`src/rtl/truth_table_sweeper_pkg.sv`:
```
// Shared state encoding and settle-counter sizing for the truth-table sweeper.
package truth_table_sweeper_pkg;
  typedef enum logic [1:0] {
    IDLE = 2'd0,
    HOLD = 2'd1,
    DONE = 2'd2
  } state_e;

  localparam int SETTLE_MAX = 15;
  localparam int CNT_W      = $clog2(SETTLE_MAX + 1);
endpackage

```
`src/rtl/truth_table_sweeper_sweep_counter.sv`:
```
// Settle counter plus input-vector counter; sample_en fires on the last hold cycle of a row.
// Latency: one row per SETTLE+1 cycles; no backpressure, advance is decided by the parent.
module sweep_counter
  import truth_table_sweeper_pkg::*;
#(
  parameter int N_IN   = 3,
  parameter int SETTLE = 1
) (
  input  logic            clk,
  input  logic            rst_n,
  input  logic            clear,
  input  logic            run,
  input  logic            advance,
  output logic [N_IN-1:0] vec,
  output logic            sample_en,
  output logic            last_row
);
  logic [CNT_W-1:0] cnt_q, cnt_d;
  logic [N_IN-1:0]  vec_q, vec_d;

  assign sample_en = run && (cnt_q == CNT_W'(SETTLE));
  assign last_row  = &vec_q;
  assign vec       = vec_q;

  // A sample without advance (sweep end) freezes both counters.
  always_comb begin
    cnt_d = cnt_q;
    vec_d = vec_q;
    if (clear) begin
      cnt_d = '0;
      vec_d = '0;
    end else if (advance) begin
      cnt_d = '0;
      vec_d = vec_q + N_IN'(1);
    end else if (run && !sample_en) begin
      cnt_d = cnt_q + CNT_W'(1);
    end
  end

  always_ff @(posedge clk or negedge rst_n) begin
    if (!rst_n) begin
      cnt_q <= '0;
      vec_q <= '0;
    end else begin
      cnt_q <= cnt_d;
      vec_q <= vec_d;
    end
  end
endmodule

```
`src/rtl/truth_table_sweeper.sv`:
```
// Sweeps all input vectors, captures implementation 0 as golden and records the first disagreement.
// Latency: rows*(SETTLE+1) busy cycles then a one-cycle done; start is ignored while not idle.
module truth_table_sweeper
  import truth_table_sweeper_pkg::*;
#(
  parameter int N_IN   = 3,
  parameter int N_IMPL = 3,
  parameter int SETTLE = 1
) (
  input  logic                 clk,
  input  logic                 rst_n,
  input  logic                 start,
  input  logic                 stop_on_mismatch,
  input  logic [N_IMPL-1:0]    y_in,
  output logic [N_IN-1:0]      vec,
  output logic                 busy,
  output logic                 done,
  output logic                 pass,
  output logic [N_IN:0]        minterm_cnt,
  output logic [2**N_IN-1:0]   truth_table,
  output logic [N_IN-1:0]      mismatch_vec,
  output logic [N_IMPL-1:0]    mismatch_mask
);
  localparam int CW = N_IN + 1;

  state_e              state_q, state_d;
  logic                stop_q, stop_d;
  logic                busy_q, busy_d;
  logic                done_q, done_d;
  logic                pass_q, pass_d;
  logic [N_IN:0]       mint_q, mint_d;
  logic [2**N_IN-1:0]  tt_q, tt_d;
  logic [N_IN-1:0]     mvec_q, mvec_d;
  logic [N_IMPL-1:0]   mmask_q, mmask_d;

  logic                sample_en, last_row, clear, run, advance, finish;
  logic [N_IMPL-1:0]   diff;
  logic                mismatch, recorded;

  // Bit 0 of diff is always 0, so a nonzero stored mask doubles as the "already recorded" flag.
  assign diff     = y_in ^ {N_IMPL{y_in[0]}};
  assign mismatch = |diff;
  assign recorded = |mmask_q;

  assign clear   = (state_q == IDLE) && start;
  assign run     = (state_q == HOLD);
  assign finish  = sample_en && (last_row || (mismatch && stop_q));
  assign advance = sample_en && !finish;

  sweep_counter #(.N_IN(N_IN), .SETTLE(SETTLE)) u_cnt (
    .clk       (clk),
    .rst_n     (rst_n),
    .clear     (clear),
    .run       (run),
    .advance   (advance),
    .vec       (vec),
    .sample_en (sample_en),
    .last_row  (last_row)
  );

  always_comb begin
    state_d = state_q;
    stop_d  = stop_q;
    pass_d  = pass_q;
    mint_d  = mint_q;
    tt_d    = tt_q;
    mvec_d  = mvec_q;
    mmask_d = mmask_q;
    case (state_q)
      IDLE: if (start) begin
        state_d = HOLD;
        stop_d  = stop_on_mismatch;
        pass_d  = 1'b0;
        mint_d  = '0;
        tt_d    = '0;
        mvec_d  = '0;
        mmask_d = '0;
      end
      HOLD: if (sample_en) begin
        tt_d[vec] = y_in[0];
        mint_d    = mint_q + CW'(y_in[0]);
        if (mismatch && !recorded) begin
          mvec_d  = vec;
          mmask_d = diff;
        end
        if (finish) begin
          state_d = DONE;
          pass_d  = !(mismatch || recorded);
        end
      end
      DONE:    state_d = IDLE;
      default: state_d = IDLE;
    endcase
    busy_d = (state_d == HOLD);
    done_d = (state_d == DONE);
  end

  always_ff @(posedge clk or negedge rst_n) begin
    if (!rst_n) begin
      state_q <= IDLE;
      stop_q  <= 1'b0;
      busy_q  <= 1'b0;
      done_q  <= 1'b0;
      pass_q  <= 1'b0;
      mint_q  <= '0;
      tt_q    <= '0;
      mvec_q  <= '0;
      mmask_q <= '0;
    end else begin
      state_q <= state_d;
      stop_q  <= stop_d;
      busy_q  <= busy_d;
      done_q  <= done_d;
      pass_q  <= pass_d;
      mint_q  <= mint_d;
      tt_q    <= tt_d;
      mvec_q  <= mvec_d;
      mmask_q <= mmask_d;
    end
  end

  assign busy          = busy_q;
  assign done          = done_q;
  assign pass          = pass_q;
  assign minterm_cnt   = mint_q;
  assign truth_table   = tt_q;
  assign mismatch_vec  = mvec_q;
  assign mismatch_mask = mmask_q;
endmodule

```
`config.mk`:
```
export PLATFORM = sky130hd
export DESIGN_NAME = truth_table_sweeper
export DESIGN_NICKNAME = d
export VERILOG_FILES = /design/src/rtl/truth_table_sweeper_pkg.sv /design/src/rtl/truth_table_sweeper_sweep_counter.sv /design/src/rtl/truth_table_sweeper.sv
export SDC_FILE = /design/constraint.sdc
export NUM_CORES = 1
export LEC_CHECK = 0
export BUFFER_PORTS_ARGS = -buffer_cell sky130_fd_sc_hd__buf_2
export CELL_PAD_IN_SITES_DETAIL_PLACEMENT = 2
export CELL_PAD_IN_SITES_GLOBAL_PLACEMENT = 2
export CORE_MARGIN = 2
export CORE_UTILIZATION = 26
export CTS_BUF_LIST = sky130_fd_sc_hd__clkbuf_8
export CTS_CLUSTER_SIZE = 28
export DETAILED_ROUTE_END_ITERATION = 8
export PLACE_DENSITY_LB_ADDON = 0.05
export SLEW_MARGIN = 20
export SYNTH_ARGS = -nofsm -noshare
export SYNTH_HDL_FRONTEND = slang
export SYNTH_SLANG_ARGS = --single-unit
```
`constraint.sdc`:
```
create_clock -name clk -period 1.58 [get_ports clk]
set_input_delay 0.079 -clock clk [delete_from_list [all_inputs] [get_ports clk]]
set_output_delay 0.079 -clock clk [all_outputs]
set_load 0.03 [all_outputs]
```
---- After elaboration in Yosys (flattened, before gate mapping) ----
Index checks and enable logic that the tools add are counted.
storage, ports and cells
  bits of input ports ..................... 7
  output and inout port bits .............. 24
  bits in registers ....................... 31
cells by class
  bitwise logic cells ..................... 1
  multiplexer cells ....................... 29
  $lt $le $gt $ge ......................... 2
  reductions and logical operators ........ 25
  $add $sub $neg .......................... 3
  equal/unequal tests ..................... 8
operator list
  kind                 number
  $mux 3               7
  $mux 4               5
  $mux 8               2
  $pmux 8 s2           1
  $pmux 3 s2           2
  $bwmux 8             1
  $logic_and 1x1->1    8
  $ne 2x2->1 const B   4
  $pmux 4 s2           1
  $reduce_and 4->1     2
  $mux 2               3
  $reduce_and 3->1     2
  $reduce_or 3->1      2
  $add 4x1->4          1
  $add 4x1->4 const B  1
  $eq 2x1->1 const B   2
  $eq 4x1->1 const B   1
  $logic_not 1->1      4
  $lt 3x4->1 const B   1
  $mux 1               4
  $pmux 2 s2           1
  $reduce_bool 2->1    2
  $add 3x1->3 const B  1
  $demux 1 s3          1
  other kinds (8)      9

---- Depth between registers and ports, before layout ----
  depth after elaboration ................. 9
  depth in mapped cells ................... 6

---- Modules after synthesis ----
From an unflattened synthesis, not the netlist that was laid out.
second synthesis, totals
  cell total of the unflattened synthesis .. 165
  area, all modules ....................... 1690.4 um^2
by module, submodules not included
  module               cells each  area each (um^2)  seq. area each (um^2)  instances
  truth_table_sweeper  127         1302.5            575.6                  1
  sweep_counter        38          387.9             175.2                  1

---- Least setup slack after synthesis ----
OpenSTA, ideal clock, no wires.
  path type ............................... reg2reg
  from .................................... reg u_cnt.cnt_q[1]
  to ...................................... reg mmask_q[1], in the netlist mismatch_mask[1]
  data arrival time ....................... 1.452 ns
  stages on the path, launching flop included .. 7
  period minus slack after synthesis ...... 1.577 ns
  library setup time ...................... 0.125 ns
  required time ........................... 1.455 ns
  path slack .............................. 0.003 ns
  cell sequence ........................... dfrtp_1 inv_1 ha_1 nor3b_2 nor2_1 a21oi_4 mux2_4
between the ends
  cells in the longest elaborated chain, start to end .. 4
ends and longest elaborated chain
  element                     RTL line                                 text
  start, declared             truth_table_sweeper_sweep_counter.sv:18  logic [CNT_W-1:0] cnt_q, cnt_d;
  start signal, assigned      truth_table_sweeper_sweep_counter.sv:45  cnt_q <= cnt_d;
  $eq 4x1->1                  truth_table_sweeper_sweep_counter.sv:21  assign sample_en = run && (cnt_q == CNT_W'(SETTLE));
  $logic_and 1x1->1           truth_table_sweeper_sweep_counter.sv:21
  $ne 2x2->1 (no line)        n/a
  $reduce_and 4->1 (no line)  n/a
  end signal, assigned        truth_table_sweeper.sv:118               mmask_q <= mmask_d;
  end, declared               truth_table_sweeper.sv:34                logic [N_IMPL-1:0] mmask_q, mmask_d;
No other way between the ends.
A chain may end at the register's enable or synchronous reset.

---- Final worst setup path ----
  from .................................... reg u_cnt.cnt_q[0]
  to ...................................... reg tt_q[5], in the netlist truth_table[5]
between the ends
  cells in the longest elaborated chain, start to end .. 4
ends and longest elaborated chain
  element                     RTL line                                 text
  $eq 4x1->1                  truth_table_sweeper_sweep_counter.sv:21
  $logic_and 1x1->1           truth_table_sweeper_sweep_counter.sv:21
  $ne 2x2->1 (no line)        n/a
  $reduce_and 3->1 (no line)  n/a
  end signal, assigned        truth_table_sweeper.sv:116               tt_q <= tt_d;
  end, declared               truth_table_sweeper.sv:32                logic [2**N_IN-1:0] tt_q, tt_d;
No other way between the ends.

==> metrics <==
worst slack, placed=-0.0936 ns; CTS buffer count=5; Cell variety after synth=42; reg-to-reg slack, setup=-0.04 ns; io pins=31; failing checks=negative setup slack; Setup Viol. Count Final=8; num rows=28; total inserted antenna cells=0; Slew HR=0.532; final hold vios=0; RSZ-0062 raised after global routing=true; fin crit period=1.62 ns; WL final=4.91 mm; initial antenna violation count=0; Synth area leader=dfrtp_1; chip height=82.2 um; nets@finish=218; placed inst area=0.00191 sq mm; Pwr Density=2030 mW/mm^2; die area=0.00676 sq mm; most frequent cell after synthesis=dfrtp_1; Ys Warns=0; Hold WS=0.220 ns; critical setup path kind=reg -> reg; clk sinks=30; startpoint types=flop; synthesized net count=166; Worst-Margin Slew=0.702 ns; GR Overflow Total=0; Clock Skew=0.00407 ns; via count=1347; CP Data Required Time=1.78 ns; Buffers on Ports=29; Arr. time, crit path=1.82 ns; pin count of the biggest net entering global routing=31; DR pass1 iterations=3; Synth async-reset ratio=1.00; Worst-Skew Late Latency=0.28 ns; H-tree levels=2; die width=82.2 um; Via density=4.79; sequential-to-total area share from yosys stat=0.472; Post-Syn Area=0.00159 sq mm; number of enable flip-flop cells after synthesis=0; CP Capture Type=flop; HPWL after DPL=3.47 mm; synth top area cells=dfrtp_1 (47%), mux2i_1 (6.9%), nand2_1 (6.1%); TritonCTS clock tree=built; Synth Register Bits=30; Clock Tree Buf Depth=2; Final Util=0.376; 1st-iter DRT viols=35; Starting Density=0.269; Cells after Synth=153; Post-synth top flop=dfrtp_1; Yosys top cell area share=0.472; placer congestion estimate=0.830; fmax=618 MHz; vias in the first global route=1556; layout cells sized above 1=0.432; worst vdd ir=0.000707 V; all-layer global routing usage=0.159; PnR worst setup slack=-0.0392 ns; syn_area_per_cell=10.4 sq um; critical path fanouts, max=6; Tightest Hold Check Type=in -> reg; top post-synthesis cells by count=dfrtp_1 (30), nand2_1 (26), nor2_1 (15); Max Cap Violations=0; Final Cycle Share=1.02; first-pass GRT wire length=7.88 mm; Core Box Area=0.00592 sq mm; Root Buffer=clkbuf_8; setup_tns=-0.167 ns; fin. max-slew vios=0; Reg clk slew, reported paths=0.07 ns; Syn-to-layout area delta=39.8%; residual DRC count=0; static leakage power=0.00107 uW; Post-DRT Antenna Nets=0; drt wl/cell=17.5 um; outcome=finished, violations left; post-route cell area=0.00222 sq mm
==> per-stage QoR <==
stage | total power [uW] | instances
after floorplan | 2540 | 153
after global placement | 3230 | 267
after detailed placement | 3330 | 267
after CTS | 4270 | 278
after global routing | 4850 | 281
final | 4520 | 281
==> cells by family (layout without fill, tap and decap cells) <==
| logic type | Yosys count | after routing | share of synthesized area |
|---|---|---|---|
| buf+inv | 11 | 64 | 0.0378 |
| other cells | 1 | 1 | 0.00236 |
| xor+xnor | 7 | 7 | 0.0386 |
| compound gates | 13 | 13 | 0.0748 |
| flops | 30 | 30 | 0.472 |
| fa+ha+maj | 6 | 6 | 0.0472 |
| simple gates | 72 | 72 | 0.239 |
| mux | 13 | 13 | 0.0881 |
==> flip-flops by register name (all words and copies together), names as in the netlist, 2 cells and up <==
register       cells
truth_table        8
minterm_cnt        4
u_cnt.cnt_q        4
mismatch_vec       3
u_cnt.vec          3
mismatch_mask      2
state_q            2
==> per-layer routing <==
metal	track usage	vias up	part of all wire
li1	-	630	-
met1	0.185	696	0.43
met2	0.293	19	0.54
met3	0.0391	2	0.025
met4	0.0350	0	0.0047
met5	0	-	0
==> report_power, final <==
group	switching, uW	internal (uW)	leakage (uW)	total (uW)
Sequential	192	1000	0.000401	1190
Combinational	1520	1040	0.000616	2550
Clock	311	464	0.0000579	775
Total	2020	2500	0.00107	4520
==> layout make-up <==
type                            instances  area, sq um
Fill cell                             654         3700
Multi-Input combinational cell        112          925
Sequential cell                        30          751
Timing Repair Buffer                   51          327
Tap cell                               75         93.8
Clock buffer                            5         68.8
Clock inverter                          3         40.0
Inverter                                5         18.8
==> placed cells by master (no fill, tap or decap), types with 3 or more instances in the layout <==
cell and instances:
xnor2_1 3, nand2_1 24, ha_1 4, mux2i_1 11, dfrtp_1 30, buf_4 17, nor2_1 13, buf_2 29
nand3_1 9, buf_6 3, clkbuf_8 5, inv_1 4
==> final timing paths <==
path | from | to | cells after the start
min | y_in[1] | mismatch_mask[1] | 4
min in group asynchronous | rst_n | mismatch_mask[1] | 2
min reg2reg | minterm_cnt[0] | minterm_cnt[0] | 2
max | u_cnt.cnt_q[0] | truth_table[5] | 6
max in group asynchronous | rst_n | stop_q | 2
max reg2reg | u_cnt.cnt_q[0] | truth_table[5] | 6
==> worst max-delay path: stages, from the launching register on <==
cell and delay, ns:
dfrtp_1 0.42, ha_4 0.18, and4bb_2 0.25, buf_4 0.14, o21a_4 0.23, nand4b_1 0.12, mux2i_1 0.19
==> what timing repair did <==
action                                 4_1_cts  5_1_grt
setup buffers                                1        3
hold buffers                                 2        0
endpoints found under the hold margin       31        0
setup endpoints to repair                   16       24
resized for setup                           11       22
pin swaps                                    3        6
cloned                                       0        0
No activity file was read; power rests on OpenSTA's default activity.
